### config.mk
export PLATFORM = sky130hd
export DESIGN_NAME = memstream_port_sequencer
export DESIGN_NICKNAME = d
export VERILOG_FILES = /design/src/rtl/memstream_port_sequencer.sv
export SDC_FILE = /design/constraint.sdc
export NUM_CORES = 1
export LEC_CHECK = 0
export ABC_AREA = 1
export BUFFER_PORTS_ARGS = -buffer_cell sky130_fd_sc_hd__buf_4
export CAP_MARGIN = 20
export CORE_MARGIN = 1
export CORE_UTILIZATION = 45
export DETAILED_ROUTE_END_ITERATION = 6
export PLACE_DENSITY_LB_ADDON = 0.2
export SLEW_MARGIN = 10
export SYNTH_ARGS = -nofsm -noshare
export SYNTH_HDL_FRONTEND = slang
export SYNTH_SLANG_ARGS = --single-unit
### constraint.sdc
create_clock -name aclk -period 3 [get_ports aclk]
set_input_delay 0.45 -clock aclk [delete_from_list [all_inputs] [get_ports aclk]]
set_output_delay 0.45 -clock aclk [all_outputs]
set_load 0.02 [all_outputs]
### src/rtl/memstream_port_sequencer.sv
// memstream_port_sequencer
// Owns one port of a dual-port block-RAM weight store. Streams the region
// START_ADDR..START_ADDR+DEPTH-1 cyclically as AXI-Stream words and lets
// single-word config writes take the port whenever they are requested.
//
// Handshake: a word moves on m_axis when m_axis_tvalid && m_axis_tready are
// both high at a rising aclk edge; once tvalid is high, tdata and tlast hold
// until that edge. cfg_we is a request that is always granted in the same
// cycle (cfg_ack mirrors it), so a write never waits.
module memstream_port_sequencer #(
  parameter int AWIDTH     = 10,
  parameter int DWIDTH     = 18,
  parameter int START_ADDR = 0,
  parameter int DEPTH      = 1024,
  parameter int FIFO_DEPTH = 4
) (
  input  logic              aclk,
  input  logic              aresetn,
  input  logic              enable,
  input  logic              cfg_we,
  input  logic [AWIDTH-1:0] cfg_addr,
  input  logic [DWIDTH-1:0] cfg_wdata,
  output logic              cfg_ack,
  output logic              ram_we,
  output logic [AWIDTH-1:0] ram_addr,
  output logic [DWIDTH-1:0] ram_wdata,
  input  logic [DWIDTH-1:0] ram_rdq,
  output logic [DWIDTH-1:0] m_axis_tdata,
  output logic              m_axis_tvalid,
  input  logic              m_axis_tready,
  output logic              m_axis_tlast
);

  // FIFO index width, and a counter width wide enough for count + 2 in flight.
  localparam int PW = (FIFO_DEPTH > 1) ? $clog2(FIFO_DEPTH) : 1;
  localparam int CW = $clog2(FIFO_DEPTH + 3);

  localparam logic [AWIDTH-1:0] FIRST_ADDR = AWIDTH'(START_ADDR);
  localparam logic [AWIDTH-1:0] LAST_ADDR  = AWIDTH'(START_ADDR + DEPTH - 1);
  localparam logic [CW-1:0]     FIFO_CAP   = CW'(FIFO_DEPTH);
  localparam logic [PW-1:0]     LAST_IDX   = PW'(FIFO_DEPTH - 1);

  // Read-side state.
  logic [AWIDTH-1:0] rd_ptr;
  logic [1:0]        v;        // v[0]: issued last cycle, v[1]: data on ram_rdq now
  logic [1:0]        lp;       // last-of-period flag travelling alongside v

  // Output FIFO; each entry is {last, data}.
  logic [DWIDTH:0]   fifo_mem [0:FIFO_DEPTH-1];
  logic [PW-1:0]     wr_idx;
  logic [PW-1:0]     rd_idx;
  logic [CW-1:0]     fifo_count;

  logic              cfg_grant;
  logic [CW-1:0]     credit;
  logic              issue;
  logic              rd_at_last;
  logic              push;
  logic              pop;
  logic [DWIDTH:0]   head;

  // Writes are held off while reset is active so the port stays quiet.
  assign cfg_grant  = cfg_we & aresetn;

  // Credit counts buffered words plus reads still inside the RAM pipeline.
  // A pop in the current cycle is deliberately not credited back.
  assign credit     = fifo_count + CW'(v[0]) + CW'(v[1]);
  assign issue      = ~cfg_grant & enable & (credit < FIFO_CAP);
  assign rd_at_last = (rd_ptr == LAST_ADDR);

  assign push       = v[1];
  assign pop        = m_axis_tvalid & m_axis_tready;

  // First-word-fall-through head; data and last are forced low while empty.
  assign head          = fifo_mem[rd_idx];
  assign m_axis_tvalid = (fifo_count != '0);
  assign m_axis_tdata  = m_axis_tvalid ? head[DWIDTH-1:0] : '0;
  assign m_axis_tlast  = m_axis_tvalid & head[DWIDTH];

  // Port arbitration: a config write owns the port, otherwise it points at rd_ptr.
  always_comb begin
    ram_we    = 1'b0;
    ram_addr  = rd_ptr;
    ram_wdata = '0;
    cfg_ack   = 1'b0;
    if (cfg_grant) begin
      ram_we    = 1'b1;
      ram_addr  = cfg_addr;
      ram_wdata = cfg_wdata;
      cfg_ack   = 1'b1;
    end
  end

  // Read pointer walks the region and wraps after the last word.
  always_ff @(posedge aclk or negedge aresetn) begin
    if (!aresetn) begin
      rd_ptr <= FIRST_ADDR;
    end else if (issue) begin
      rd_ptr <= rd_at_last ? FIRST_ADDR : rd_ptr + AWIDTH'(1);
    end
  end

  // Two-stage pipe matching the RAM read latency, with the last flag in step.
  always_ff @(posedge aclk or negedge aresetn) begin
    if (!aresetn) begin
      v  <= 2'b00;
      lp <= 2'b00;
    end else begin
      v  <= {v[0], issue};
      lp <= {lp[0], issue & rd_at_last};
    end
  end

  // FIFO storage: capture the returning RAM word together with its last flag.
  always_ff @(posedge aclk) begin
    if (push) begin
      fifo_mem[wr_idx] <= {lp[1], ram_rdq};
    end
  end

  // FIFO pointers and occupancy; push and pop together leave the count alone.
  always_ff @(posedge aclk or negedge aresetn) begin
    if (!aresetn) begin
      wr_idx     <= '0;
      rd_idx     <= '0;
      fifo_count <= '0;
    end else begin
      if (push) begin
        wr_idx <= (wr_idx == LAST_IDX) ? '0 : wr_idx + PW'(1);
      end
      if (pop) begin
        rd_idx <= (rd_idx == LAST_IDX) ? '0 : rd_idx + PW'(1);
      end
      case ({push, pop})
        2'b10:   fifo_count <= fifo_count + CW'(1);
        2'b01:   fifo_count <= fifo_count - CW'(1);
        default: fifo_count <= fifo_count;
      endcase
    end
  end

endmodule

---- After elaboration in Yosys (flattened, before gate mapping) ----
Memories as Yosys holds them, arrays and structs flattened.
Cells that the tools add are included.
word-level totals
  output and inout bits ................... 50
  memories ................................ 1
  RAM bits ................................ 76
  word-level logic and storage cells ...... 39
  register bits after elaboration ......... 21
operators by class
  $add $sub $neg .......................... 7
  bitwise operators ....................... 7
  $lt $le $gt $ge ......................... 1
  muxes and demuxes ....................... 10
  reduce and logical (&&, ||, !) cells .... 2
  eq/ne operators ......................... 5
memories
  memory    depth  width  read ports  clocked after Yosys merged registers in  write ports  line  text
  fifo_mem  4      19     1           0                                        1            49    logic [DWIDTH:0] fifo_mem [0:FIFO_DEPTH-1];
operator list
  operator                                                             number
  18-bit two-way mux                                                   2
  10-bit two-way mux                                                   2
  10-bit by 1-bit adder with 10-bit output (second input constant)     1
  10-bit == test (second input constant)                               1
  3-bit by 1-bit adder with 3-bit output                               2
  1-bit bitwise AND                                                    6
  2-bit == test (second input constant)                                3
  3-bit one-hot mux with 2 select lines                                1
  2-bit by 1-bit adder with 2-bit output (second input constant)       2
  2-bit two-way mux                                                    2
  3-bit by 1-bit adder with 3-bit output (second input constant)       1
  3-bit < comparator (second input constant)                           1
  1-bit two-way mux                                                    3
  3-bit nonzero test                                                   1
  3-bit by 1-bit subtractor with 3-bit output (second input constant)  1
  2-bit by 1-bit == test with 1-bit output (second input constant)     1
  2-bit nonzero test                                                   1
  1-bit NOT                                                            1

---- Longest topological paths before layout ----
  depth in word-level cells ............... 5
  depth in mapped cells ................... 9

---- Worst setup path before layout ----
Ideal clock, no wire load.
  kind .................................... input port to flip-flop
  start point ............................. input m_axis_tready
  end point ............................... register fifo_count[2]
  setup time .............................. 0.131 ns
  data arrival time ....................... 1.628 ns
  buffers on the path ..................... 0
  data required time ...................... 2.869 ns
  slack ................................... 1.241 ns
  stages .................................. 8
  cells stage by stage .................... inv_1 nor2_1 ha_1 inv_1 fa_1 a21oi_1 o21ai_0 xor2_1
on the way
  word-level cells in the longest chain between the ends .. 3
RTL lines
  what                                                                                line  text
  start, declared                                                                     30    input logic m_axis_tready,
  1-bit bitwise AND (*)                                                               72    assign pop = m_axis_tvalid & m_axis_tready;
  named net pop                                                                       59    logic pop;
  2-bit by 1-bit == test with 1-bit output / 2-bit == test (equally long branches)    134   case ({push, pop})
  3-bit one-hot mux with 2 select lines / 2-bit nonzero test (equally long branches)  --
  end signal, assigned                                                                135   2'b10: fifo_count <= fifo_count + CW'(1);
  end signal, assigned                                                                136   2'b01: fifo_count <= fifo_count - CW'(1);
  end signal, assigned                                                                137   default: fifo_count <= fifo_count;
  end, declared                                                                       52    logic [CW-1:0] fifo_count;
Mark *: on every way through the listed nets, which the timed path passes. The rest lies on a longest branch.
A chain may end at the register's enable or synchronous reset.

---- Worst setup path after layout ----
  start point ............................. register rd_idx[0]
  end point ............................... output m_axis_tdata[3]
on the way
  word-level cells in the longest chain between the ends .. 2
RTL lines
  what                    line  text
  start, declared         51    logic [PW-1:0] rd_idx;
  start signal, assigned  132   rd_idx <= (rd_idx == LAST_IDX) ? '0 : rd_idx + PW'(1);
  memory 4 x 19 bit       --
  18-bit two-way mux      77    assign m_axis_tdata = m_axis_tvalid ? head[DWIDTH-1:0] : '0;
  end, declared           28    output logic [DWIDTH-1:0] m_axis_tdata,
No other way between the ends.

==> run_results.csv <==
group,metric,value,unit
yosys,netlist-cell-type-count,28,
clock_network,clk_root_buffer_cell,"sky130_fd_sc_hd__clkbuf_8",
finish,layout-area-overhead-vs-synth,24.1,%
floorplan,rows,35,
sta,timing.clock.skew,0.0120,ns
grt,vias_in_the_first_global_route,3042,
worst_setup_path,worstPathCellList,"inv_2 > o21ai_0 > a21oi_1 > buf_4",
worst_setup_path,register_to_register_path_setup_slack,1.00,ns
clock_network,skew_pair_late_insertion_delay,0.35,ns
clock_network,worst_setup_hold_path_clk_slew,0.09,ns
hold_path,hp-class,"in -> async",
grt,groute.usage.overall,18.0,%
worst_setup_path,arrival_time_of_data_at_the_critical_path_endpoint,2.13,ns
worst_setup_path,crit_family,"flip-flops",
finish,fill_cells,792,
floorplan,die_x,101,um
yosys,netlist.area_leader.share,52.0,%
yosys,synthesis.area_per_instance,10.2,um^2
clock_network,cts_setup_buffers,0,
yosys,ys_async_sr_fraction,21.6,%
drt,detailroute.via_count,3165,
finish,final_cell_area,5450,um^2
placed_design,placement_stage_worst_setup_slack,0.777,ns
status,status,"completed",
pwr,leakage,2.31,nW
worst_setup_path,critPathCapture,"m_axis_tdata[3]",
worst_setup_path,critPathKind,"reg -> out",
worst_setup_path,timing.critical_path.to_type,"output port",
grt,grt.met3_usage,3.95,%
sta,clock.fmax,388,MHz
clock_network,cts_tree,"built",
finish,insertedDiodeCount,0,
floorplan,initial_utilization,47.1,%
yosys,ys_top_cells_by_area,"sky130_fd_sc_hd__edfxtp_1 (52%), sky130_fd_sc_hd__dfrtp_1 (12%), sky130_fd_sc_hd__nor2_1 (8.4%)",
yosys,synth_ff_type,"sky130_fd_sc_hd__edfxtp_1",
yosys,post-synth-top-count-cell,"sky130_fd_sc_hd__nor2_1",
clock_network,max_root_sink_buffers,2,
drt,routed_via_density,4.80,
drt,drt_iter0_markers,95,
grt,largest_net_degree_at_the_start_of_global_routing,40,
placed_design,detailed_place.area,5230,um^2
yosys,post_syn_nets,491,
pwr,power_density,852,nW/um^2
drt,drc,0,
grt,gr-max-usage-layer,"met2",
grt,grt_antenna_before_repair,0,
grt,grt.overflow.total,0,
worst_setup_path,capturing_point_of_the_worst_reg2reg_path,"fifo_count[2]",
pwr,vdd_ir_drop_max,0.304,mV
yosys,netlist.top_cell.by_area,"sky130_fd_sc_hd__edfxtp_1",
worst_setup_path,timing.critical_path.from,"rd_idx[0]",
drt,ant_nets,0,
sta,setup_viol_count_final,0,
sta,setup_tns_final,0,ns
drt,detail_route.first_pass.iterations,5,
worst_setup_path,crit_cells,4,
worst_setup_path,critical_path_required,2.55,ns
grt,use_met2,31.8,%
clock_network,cts.repair.resized,0,
clock_network,numCtsBuffers,9,
sta,final_critical_path_setup_slack,0.424,ns
sta,share_of_the_clock_period_used_by_the_worst_path,85.9,%
yosys,synth_edf_count,76,
sta,drv_slew,0,
worst_setup_path,crit_buf_inv,2,
placed_design,portBuffers,100,
worst_setup_path,start_kind,"register",
flow_run,max-cap-violations,0,
finish,finish.net_count,586,
grt,gr_layer_usage_met1,22.1,%
grt,first_pass_grt_wire_length,13900,um
drt,routedWlPerCell,13.2,um
worst_setup_path,worstPathMaxFanout,39,
yosys,synth-seq-area-share,64.0,%
yosys,ys.warnings.count,0,
sta,worstMarginPinSlew,0.878,ns
floorplan,floorplan.die_area,10200,um^2
clock_network,htree_num_levels,3,
placed_design,gpl.final_weighted_congestion,0.747,
clock_network,cts-hold-fix-buffers,0,
yosys,commonest_cells_post_synth,"sky130_fd_sc_hd__nor2_1 (98), sky130_fd_sc_hd__edfxtp_1 (76), sky130_fd_sc_hd__nand2_1 (52)",
drt,wl,8710,um
floorplan,floorplan.core_area,9330,um^2
finish,post_route_cells_drive_above_1_share,25.2,%
sta,finalHoldViolations,0,
clock_network,cts_num_sinks,97,
floorplan,pin_count,101,
sta,grt_setup_unrepaired,"no",
sta,maxSlewHeadroom,41.4,%
worst_setup_path,crit_slowest_cell,"sky130_fd_sc_hd__dfrtp_1",
sta,finalWorstPathRequiredPeriod,2.58,ns
floorplan,die-height,101,um
yosys,postSynthRegisterBits,97,
worst_setup_path,crit_path_max_incr_delay,0.78,ns
placed_design,dp_hpwl,5790,um
worst_setup_path,r2r_cells,8,
yosys,syn_area,4390,um^2
yosys,postSynthCellCount,431,
worst_setup_path,reg2reg_from,"fifo_count[0]",
## routing by layer
layer / vias up / share of wire (%) / wire, um
met2: 96 / 51 / 4450
met3: 4 / 4.6 / 398
li1: 1605 / - / -
met1: 1460 / 44 / 3790
met5: - / 0 / 0
met4: 0 / 0.77 / 67
## logic make-up after synthesis
| group | share of synthesized area (%) |
|---|---|
| XOR/XNOR | 1.20 |
| AND/OR/NAND/NOR | 16.2 |
| buffers and inverters | 6.41 |
| flip-flops | 64.0 |
| AO/OA/AOI/OAI | 9.46 |
| adder cells (fa/ha/maj) | 2.74 |
## how the worst min path moves through the flow
stage | start | slack [ns] | end
after floorplan | aresetn | 0.15 | fifo_count[0]
after global placement | lp[0] | 0.34 | lp[1]
after detailed placement | lp[0] | 0.35 | lp[1]
after CTS | aresetn | 0.09 | fifo_count[2]
after global routing | aresetn | 0.1 | rd_ptr[9]
final | aresetn | 0.09 | rd_ptr[1]
## power breakdown
part           internal (W)  leakage, nW  total, W  switching (W)
Combinational      0.000732         1.25   0.00192        0.00119
Clock              0.000472        0.103  0.000893       0.000421
Sequential          0.00167        0.958   0.00183       0.000155
## registers in the layout (all words and copies together) (netlist names)
signal      flops
lp              2
wr_idx          2
fifo_count      3
v               2
fifo_mem       76
rd_ptr         10
rd_idx          2
## cell type report
class	instances	area, um^2	area share [%]
clock inverters	6	90.1	1.65
inverters	46	173	3.17
clock buffers	10	128	2.34
well taps	129	161	2.96
repair buffers	104	781	14.3
flip-flops and latches	97	2810	51.6
multi-input cells	268	1310	24.0
## worst reg2reg max path, stage by stage (launching register included)
cell                      delay, ns
sky130_fd_sc_hd__dfrtp_1       0.44
sky130_fd_sc_hd__nor3_2        0.08
sky130_fd_sc_hd__nor2_1        0.30
sky130_fd_sc_hd__ha_1          0.23
sky130_fd_sc_hd__inv_1         0.07
sky130_fd_sc_hd__fa_1          0.37
sky130_fd_sc_hd__a21oi_1       0.14
sky130_fd_sc_hd__o21ai_0       0.11
sky130_fd_sc_hd__xor2_1        0.15
## cell usage in the layout (no fill, tap or decap), types with 2 or more instances in the layout
cell                        synthesis  final
sky130_fd_sc_hd__nand2_2            4      4
sky130_fd_sc_hd__bufinv_16          0      2
sky130_fd_sc_hd__a21oi_1           20     20
sky130_fd_sc_hd__nand2_1           52     52
sky130_fd_sc_hd__nor2_4             2      2
sky130_fd_sc_hd__buf_4              2    104
sky130_fd_sc_hd__edfxtp_1          76     76
sky130_fd_sc_hd__ha_1               8      8
sky130_fd_sc_hd__inv_1             44     44
sky130_fd_sc_hd__clkbuf_8           0      9
sky130_fd_sc_hd__xnor2_1            2      2
sky130_fd_sc_hd__dfrtp_1           21     21
sky130_fd_sc_hd__o21ai_1           17     17
sky130_fd_sc_hd__xor2_1             4      4
sky130_fd_sc_hd__nor2_1            98     98
sky130_fd_sc_hd__inv_2              2      2
sky130_fd_sc_hd__nand3_1            7      7
sky130_fd_sc_hd__nor3_2             1      2
sky130_fd_sc_hd__nor2_2             2      2
sky130_fd_sc_hd__o21ai_0           46     46
## metrics by stage
stage          hold WS [ns]  util, %  power (W)  std cells
2_1_floorplan         0.154        -    0.00311        431
3_3_place_gp          0.344     56.0    0.00375        644
3_5_place_dp          0.354     56.0    0.00379        644
4_1_cts              0.0909     58.4    0.00467        660
5_1_grt              0.0959     58.4    0.00496        660
6_report             0.0935     58.4    0.00464        660
No activity file was read; power rests on OpenSTA's default activity.
